--- config.mk ---
export PLATFORM = sky130hd
export DESIGN_NAME = decoder_pulse_ctrl
export DESIGN_NICKNAME = d
export VERILOG_FILES = /design/src/rtl/decoder_pulse_ctrl.sv
export SDC_FILE = /design/constraint.sdc
export NUM_CORES = 1
export LEC_CHECK = 0
export CAP_MARGIN = 25
export CORE_AREA = 3 3 40 42
export CTS_BUF_LIST = sky130_fd_sc_hd__clkbuf_16
export CTS_CLUSTER_SIZE = 16
export DETAILED_ROUTE_END_ITERATION = 7
export DIE_AREA = 0 0 43 45
export PLACE_DENSITY = 0.64
export REMOVE_ABC_BUFFERS = 1
export SLEW_MARGIN = 20
export SYNTH_ARGS = -nofsm -noshare
export SYNTH_HDL_FRONTEND = slang
export SYNTH_SLANG_ARGS = --single-unit
--- constraint.sdc ---
create_clock -name clk -period 2.4 [get_ports clk]
set_clock_uncertainty 0.2 [all_clocks]
set_input_delay 0.36 -clock clk [delete_from_list [all_inputs] [get_ports clk]]
set_output_delay 0.36 -clock clk [all_outputs]
set_load 0.1 [all_outputs]
--- src/rtl/decoder_pulse_ctrl.sv ---
// Registered IN_W-to-OUT_W one-hot decoder with valid/ready handshake and hold/pulse output modes.
// Define DECODER_PULSE_ERR_EN to drop illegal codes and flag them on err; otherwise they clear.
module decoder_pulse_ctrl #(
    parameter int unsigned IN_W      = 2,
    parameter int unsigned OUT_W     = 4,
    parameter int unsigned PULSE_LEN = 4
) (
    input  logic             clk,
    input  logic             rst,
    input  logic [IN_W-1:0]  in,
    input  logic             en,
    input  logic             mode,
    input  logic             valid,
    output logic             ready,
    output logic [OUT_W-1:0] out,
    output logic             busy,
    output logic             err
);

    localparam int unsigned CNT_W = $clog2(PULSE_LEN + 1);

    localparam logic [1:0] StIdle  = 2'd0;
    localparam logic [1:0] StHold  = 2'd1;
    localparam logic [1:0] StPulse = 2'd2;

    logic [1:0]       state_q, state_d;
    logic [CNT_W-1:0] cnt_q, cnt_d;
    logic [OUT_W-1:0] out_q, out_d;
    logic [OUT_W-1:0] dec;
    logic             accept;
    logic             legal;
    logic             err_d;

    assign ready  = (state_q != StPulse);
    assign busy   = (state_q != StIdle);
    assign out    = out_q;
    assign accept = valid && ready;
    assign legal  = (32'(in) < OUT_W);

    always_comb begin
        dec = '0;
        for (int unsigned i = 0; i < OUT_W; i++) begin
            if (in == IN_W'(i)) begin
                dec[i] = 1'b1;
            end
        end
    end

    always_comb begin
        state_d = state_q;
        cnt_d   = cnt_q;
        out_d   = out_q;
        err_d   = 1'b0;
        if (state_q == StPulse) begin
            // Counter is loaded with PULSE_LEN-1, so exit on zero gives PULSE_LEN high cycles.
            if (cnt_q != '0) begin
                cnt_d = cnt_q - CNT_W'(1);
            end else begin
                out_d   = '0;
                state_d = StIdle;
            end
        end else if (accept) begin
            if (!en) begin
                out_d   = '0;
                state_d = StIdle;
                cnt_d   = '0;
            end else if (legal) begin
                out_d = dec;
                if (mode) begin
                    state_d = StPulse;
                    cnt_d   = CNT_W'(PULSE_LEN - 1);
                end else begin
                    state_d = StHold;
                    cnt_d   = '0;
                end
            end else begin
`ifdef DECODER_PULSE_ERR_EN
                err_d = 1'b1;
`else
                out_d   = '0;
                state_d = StIdle;
                cnt_d   = '0;
`endif
            end
        end
    end

    always_ff @(posedge clk or posedge rst) begin
        if (rst) begin
            state_q <= StIdle;
            cnt_q   <= '0;
            out_q   <= '0;
        end else begin
            state_q <= state_d;
            cnt_q   <= cnt_d;
            out_q   <= out_d;
        end
    end

`ifdef DECODER_PULSE_ERR_EN
    logic err_q;

    always_ff @(posedge clk or posedge rst) begin
        if (rst) begin
            err_q <= 1'b0;
        end else begin
            err_q <= err_d;
        end
    end

    assign err = err_q;
`else
    assign err = 1'b0;

    logic unused_err;
    assign unused_err = err_d;
`endif

    a_onehot: assert property (@(posedge clk) disable iff (rst) $onehot0(out_q));
    a_idle_zero: assert property (@(posedge clk) disable iff (rst)
        (state_q == StIdle) |-> (out_q == '0));

endmodule
==> summary.md, run 1 <==
The number of buffers on the longest clock path was 2. By area the synthesized netlist is led by sky130_fd_sc_hd__dfrtp_1, sky130_fd_sc_hd__a32o_1, sky130_fd_sc_hd__inv_1. A synthesized cell averages 10.4 um^2. Final hold analysis gives a worst-case slack of 0.192 ns. The worst hold path belongs to the class in2async.

After the first detailed-routing iteration, the DRC count stood at 11. Setup repair after global routing left no endpoint under its margin. The tools report the critical path data arrival time as 1.74 ns. The main combinational cell family by area after synthesis was compound AO/OA/AOI/OAI gates.

The final cell count without fillers is 77, and the H-tree level count is 1. The fraction of the cycle the final worst path needs is 76.0%. The count of input and output buffers came out at 12. The max-slew violation total from the final report is 0.

The static power due to leakage was 0.330 nW; the area share of and/or/nand/nor cells after synthesis was 15.1%. After synthesis, the share of flip-flops with an asynchronous set or reset is 100%. After layout, the worst setup slack is 0.576 ns. For the effective utilization at floorplan, the log shows 38.0%. Biggest area consumer among synthesized cells: sky130_fd_sc_hd__dfrtp_1. The minimum clock period after layout is 1.82 ns. The count of pins on the block boundary was 14; the total track usage was 11.4%.

After detailed routing, the average wire length per cell comes to 12.8 um. The overall die height was 45 um; the post-cts resize count was 0. Of the post-synthesis cell area, the part taken by muxes is 5.13%. For the post-detailed-route count of antenna-violating nets, the log shows 0. The compound-gate portion of the synthesized area was 20.0%. The region available for standard cell placement spans 1280 um^2. STA classifies the critical path endpoint as a flop.

The logs give 404 for the via count of the routed design and 2.31 ns for the data required time of the critical path. The peak supply drop came out at 0.390 mV. In this run the worst path has a maximum fanout of 3. The placed instance area is 604 um^2. Most frequently used flop master after synthesis: sky130_fd_sc_hd__dfrtp_1.

Once layout is done, the placed cells without fillers occupy 684 um^2. Clock transition at the register clock pins on the worst setup and hold paths after CTS: 0.04 ns. The run gives 13 as the cell row count.

After detailed routing, the number of remaining DRC violations is 0. The tree built by TritonCTS fans out to 9 sinks. In this run the biggest area consumer among cell types represents 46.2% of the synthesized area. The post-route netlist has 27.4% of its cells at a drive strength greater than 1. In this run, CTS created clock tree buffers numbering 3. The worst setup path is launched from a flop. The share of synthesized cell area in full adder, half adder and majority cells was 5.13%; the last weighted congestion value of the routability-driven placer was 0.750.

The synthesized netlist devotes 0% of its cell area to XOR and XNOR gates. The total negative setup slack came out at 0 ns. Summed over all layers, the global routing overflow is 0. The power per unit of standard cell area was 1250 nW/um^2; the number of nets in the finished design was 72.

Number of global-route vias before repair: 390. The run finished with clean final reports. The tool flagged a number of max-cap violations equal to 0. Post-synth design cell area: 488 um^2.

Yosys mapped a number of flops with a built-in enable equal to 0. The logs give 4 for the number of detailed-route iterations in the first pass and 0 for the count of buffers added by post-CTS timing repair for setup. The post-detailed-route via-to-cell ratio is 5.25, and the total of flip-flops plus latches after synthesis is 9. The area of the die was 1940 um^2.

The tools report the final count of negative-setup-slack endpoints as 0. Entering global routing, the biggest net connects 10 pins. The total power was 859 uW. Sequential elements use 46.2% of the synthesized area. For the warning count from the yosys run, the log shows 0.

By count the netlist is led by sky130_fd_sc_hd__dfrtp_1, sky130_fd_sc_hd__inv_1. The overall routed net length was 983 um. Timing would allow up to 0.548 GHz. The final hold violation count was 0. The die extent in x was 43 um; the hold buffer count at cts was 0. The first-pass GRT wire length is 1590 um.

The post-synthesis to final-layout area growth works out to 40.3%. The tree is rooted in a sky130_fd_sc_hd__clkbuf_16. The logs give 713 um for the sum of net half-perimeters after detailed placement and 0 for the number of diodes. The type of the worst setup path is reg2reg. The clock reaches the later pin of the worst-skew pair after 0.23 ns. Number of antenna violations at the first check in global routing: 0. For the synthesized netlist cell count, the log shows 47. TritonCTS built the clock tree.

Once layout is complete, the utilization of the core stands at 53.3%. The tools report the worst-case setup slack after placement as 0.618 ns. Most frequent cell after synthesis: sky130_fd_sc_hd__dfrtp_1. Once placement completed, the tool counted placed cells totaling 73. The tools report the number of unique standard cell types used by synthesis as 22.
-- final cells by class --
| type | count | area [um^2] |
|---|---|---|
| Inverter | 8 | 30.0 |
| Sequential cell | 9 | 225 |
| Tap cell | 15 | 18.8 |
| Clock buffer | 3 | 75.1 |
| Fill cell | 110 | 601 |
| Timing Repair Buffer | 12 | 105 |
| Multi-Input combinational cell | 29 | 225 |
| Clock inverter | 1 | 5.00 |
-- placed cells by master, fill, tap and decap left out --
master | netlist | layout
sky130_fd_sc_hd__nor2_1 | 3 | 3
sky130_fd_sc_hd__a32o_1 | 3 | 3
sky130_fd_sc_hd__nand3_1 | 2 | 2
sky130_fd_sc_hd__inv_1 | 7 | 7
sky130_fd_sc_hd__buf_4 | 1 | 6
sky130_fd_sc_hd__ha_1 | 2 | 2
sky130_fd_sc_hd__nor4bb_2 | 1 | 1
sky130_fd_sc_hd__o21bai_2 | 1 | 1
sky130_fd_sc_hd__clkdlybuf4s50_1 | 0 | 6
sky130_fd_sc_hd__mux2_4 | 1 | 1
sky130_fd_sc_hd__a22o_1 | 2 | 2
sky130_fd_sc_hd__nor2b_4 | 1 | 1
sky130_fd_sc_hd__clkbuf_16 | 0 | 3
sky130_fd_sc_hd__conb_1 | 1 | 1
sky130_fd_sc_hd__nor2b_1 | 1 | 1
sky130_fd_sc_hd__or2_2 | 1 | 1
sky130_fd_sc_hd__or3_1 | 1 | 1
sky130_fd_sc_hd__inv_2 | 1 | 1
sky130_fd_sc_hd__clkinv_2 | 0 | 1
sky130_fd_sc_hd__dfrtp_1 | 9 | 9
sky130_fd_sc_hd__nand2_1 | 1 | 1
sky130_fd_sc_hd__o21ai_0 | 3 | 3
sky130_fd_sc_hd__a21oi_2 | 1 | 1
sky130_fd_sc_hd__mux2i_1 | 1 | 1
sky130_fd_sc_hd__a21oi_1 | 3 | 3
-- state kept, by name, summed over array words and instances (netlist names) --
signal   count
cnt_q        3
out          4
state_q      2
-- kinds of logic (layout without fill, tap and decap cells) --
family                     Yosys count  count (layout)
and+or+nand+nor                     11              11
muxes                                2               2
AOI/OAI and AO/OA                   13              13
adders and majority gates            2               2
other                                1               1
DFF                                  9               9
buffers and inverters                9              24
-- critical path, stage by stage (launching register included) --
cell,delay [ns]
sky130_fd_sc_hd__dfrtp_1,0.37
sky130_fd_sc_hd__inv_1,0.10
sky130_fd_sc_hd__ha_1,0.18
sky130_fd_sc_hd__nor4bb_2,0.32
sky130_fd_sc_hd__o21bai_2,0.22
sky130_fd_sc_hd__mux2_4,0.31
-- routing by layer --
layer  share of wire, %  GRT usage, %
met5                  0             0
met4                1.4          7.23
met3                6.9          3.59
met2                 49          18.3
met1                 43          13.4
-- power breakdown --
| group | switching [mW] | leakage, nW | total, mW | internal (mW) |
|---|---|---|---|---|
| combinational | 0.236 | 0.171 | 0.348 | 0.112 |
| sequential | 0.0312 | 0.119 | 0.221 | 0.190 |
| clock | 0.0700 | 0.0409 | 0.289 | 0.219 |
| total | 0.337 | 0.330 | 0.859 | 0.522 |
-- path summary, 6_finish.rpt --
kind | from | endpoint | slack [ns] | cells past startpoint
setup / recovery | cnt_q[0] | cnt_q[1] | 0.58 | 5
hold / removal | rst | out[2] | 0.19 | 2
setup reg to reg | cnt_q[0] | cnt_q[1] | 0.58 | 5
hold reg to reg | out[3] | out[3] | 0.29 | 1
max in group asynchronous | rst | cnt_q[0] | 1.56 | 2
min in group clk | out[3] | out[3] | 0.29 | 1
Note: power is estimated with default switching activity, not from simulation.
==> run 2: changes to the inputs <==
- clock period: 2.4 -> 1.9 ns (I/O delays scaled with it)
==> summary.md, run 2 (synthesis results as in run 1) <==
The run gives 0 (unchanged) as the post-detailed-route count of antenna-violating nets. The number of detailed-route iterations in the first pass came out at 4 (unchanged). The count of buffers added by post-CTS timing repair for setup came out at 0 (unchanged). The post-synthesis to final-layout area growth works out to 55.4% (was 40.3%).

For the number of nets in the finished design, the log shows 72 (unchanged). The total of max-cap violations came out at 0 (unchanged). The tools report the critical path launch point as cnt_q[0] (unchanged).

The cell row count is 13 (unchanged), and the max-slew violation total from the final report is 0 (unchanged). The tools report the final count of negative-setup-slack endpoints as 0 (unchanged). The commonest non-fill, non-tap cell in the layout was sky130_fd_sc_hd__dfrtp_1 (unchanged). The clock net sink count is 9 (unchanged), and the fraction of the cycle the final worst path needs is 97.0% (was 76.0%). The die extent in x is 43 um (unchanged), and the final cell count without fillers is 77 (unchanged). The tools report the via count of the routed design as 377 (was 404). The run finished with clean final reports. The clock transition at the register clock pins on the worst setup and hold paths after CTS was 0.04 ns (about the same); the static power due to leakage was 0.355 nW (was 0.330 nW). The tools report the startpoint type of the worst setup path as a flop (unchanged).

The share of cells above drive strength 1 is 25.8% (was 27.4%). The total negative setup slack was 0 ns (unchanged). The count of pins on the block boundary came out at 14 (unchanged).

The overall routed net length came out at 1050 um (was 983 um). Commonest non-fill, non-tap cells in the layout: sky130_fd_sc_hd__dfrtp_1, sky130_fd_sc_hd__inv_1, sky130_fd_sc_hd__clkdlybuf4s50_1, sky130_fd_sc_hd__buf_12 (was sky130_fd_sc_hd__dfrtp_1, sky130_fd_sc_hd__inv_1, sky130_fd_sc_hd__clkdlybuf4s50_1, sky130_fd_sc_hd__buf_4). The final hold violation count is 0 (unchanged), and the critical path data arrival time is 1.76 ns (was 1.74 ns). The number of cells on the worst reg-to-reg path is 5 (unchanged). For the number of DRC markers after the initial detailed-route iteration, the log shows 2 (was 11). The total track usage came out at 14.2% (was 11.4%). Worst-case setup slack after placement: 0.0993 ns (was 0.618 ns).

The power per unit of standard cell area was 1530 nW/um^2 (was 1250 nW/um^2); the minimum clock period after layout was 1.84 ns (was 1.82 ns). Reg-to-reg startpoint: cnt_q[0] (unchanged). The kind of end point of the critical path is a flop (unchanged). The minimum setup slack among reg-to-reg paths was 0.06 ns (was 0.58 ns). For the number of buffers added by the clock tree synthesis step, the log shows 3 (unchanged). The placed cell count is 73 (unchanged), and the last weighted congestion value of the routability-driven placer is 0.821 (was 0.750). The area of the die is 1940 um^2 (unchanged). The number of antenna violations at the first check in global routing is 0 (unchanged), and the number of global-route vias before repair is 416 (was 390). The sum of net half-perimeters after detailed placement was 754 um (was 713 um).

The maximum fanout encountered on the critical timing path was 3 (unchanged). The tools report the number of diodes as 0 (unchanged). The overall die height came out at 45 um (unchanged). The type of the tightest min-delay check is in2async (unchanged). The insertion delay to the later sink of the worst-skew pair is 0.23 ns (about the same).

The total power was 1.16 mW (was 859 uW). The type of the worst setup path was reg2reg (unchanged). For the hold buffer count at cts, the log shows 0 (unchanged).

The tools report the critical path endpoint as cnt_q[1] (unchanged). The floorplan core area came out at 1280 um^2 (unchanged). The peak supply drop was 0.919 mV (was 0.390 mV); the count of input and output buffers was 12 (unchanged). The routed wirelength normalized by instance count works out to 13.6 um (was 12.8 um). The post-detailed-route via-to-cell ratio is 4.90 (was 5.25).

The tools report the maximum number of pins on one net before global-route repair as 10 (unchanged). The H-tree level count came out at 1 (unchanged). The data required time of the critical path was 1.82 ns (was 2.31 ns).

For the number of fillers in the final layout, the log shows 109 (was 110). TritonCTS built the clock tree. The effective utilization at floorplan is 38.0% (unchanged). The library cell used as clock root buffer is sky130_fd_sc_hd__clkbuf_16 (unchanged). The number of buffers on the longest clock path was 2 (unchanged); the post-cts resize count was 0 (unchanged). The tools report the reg-to-reg critical path endpoint as cnt_q[1] (unchanged). The number of remaining DRC errors came out at 0 (unchanged).

Setup repair after global routing left no endpoint under its margin. The first-pass GRT wire length was 1860 um (was 1590 um); the flip-flop count of the largest register after layout was 4 (unchanged). The fmax was 0.542 GHz (was 0.548 GHz); the global-route congestion overflow total was 0 (unchanged).

The minimum setup slack in the final design was 0.0562 ns (was 0.576 ns).
==> run 2: changes by cell type in the layout (fill, tap and decap cells not counted) <==
| cell | before | now |
|---|---|---|
| sky130_fd_sc_hd__buf_12 | 0 | 6 |
| sky130_fd_sc_hd__buf_4 | 6 | 0 |
| sky130_fd_sc_hd__clkinv_2 | 1 | 0 |
| sky130_fd_sc_hd__inv_1 | 7 | 8 |
==> run 2: metrics by stage <==
step	hold slack, ns	util [%]	cell area, um^2
6_report	0.117	59.0	758
3_5_place_dp	0.304	52.9	679
5_1_grt	0.158	59.0	758
3_3_place_gp	0.308	52.9	679
2_1_floorplan	-0.0871	-	480
4_1_cts	0.131	59.0	758
==> run 2: per-layer routing <==
layer	track usage [%]	vias up	share of wire, %
met5	0	-	0
met4	10.8	0	2.8
met3	5.98	4	5.4
met2	20.7	8	46
met1	16.7	174	46
li1	-	191	-
==> run 2: report_power, final <==
| part | switching, mW | internal, mW | total, mW | leakage, nW |
|---|---|---|---|---|
| logic | 0.303 | 0.201 | 0.504 | 0.194 |
| registers | 0.0458 | 0.240 | 0.286 | 0.119 |
| clock network | 0.0940 | 0.275 | 0.369 | 0.0423 |
==> run 2: worst max-delay path: stages, from the launching register on <==
cell and delay, ns:
sky130_fd_sc_hd__dfrtp_1 0.37, sky130_fd_sc_hd__inv_1 0.10, sky130_fd_sc_hd__ha_1 0.19, sky130_fd_sc_hd__nor4bb_2 0.33, sky130_fd_sc_hd__o21bai_2 0.22, sky130_fd_sc_hd__mux2_4 0.31
==> run 2: how the worst min path moves through the flow <==
stage / slack [ns] / endpoint
after floorplan: -0.09 / cnt_q[0]
after global placement: 0.31 / cnt_q[1]
after detailed placement: 0.30 / cnt_q[1]
after CTS: 0.13 / state_q[1]
after global routing: 0.16 / out[1]
final: 0.12 / state_q[1]
==> run 2: final cells by class <==
type / instances / area [um^2] / share of cell area, %
clock buffer: 3 / 75.1 / 9.90
clock inverter: 1 / 3.75 / 0.495
inverter: 8 / 30.0 / 3.96
multi-input combinational: 29 / 225 / 29.7
sequential: 9 / 225 / 29.7
tap: 15 / 18.8 / 2.48
timing repair buffer: 12 / 180 / 23.8
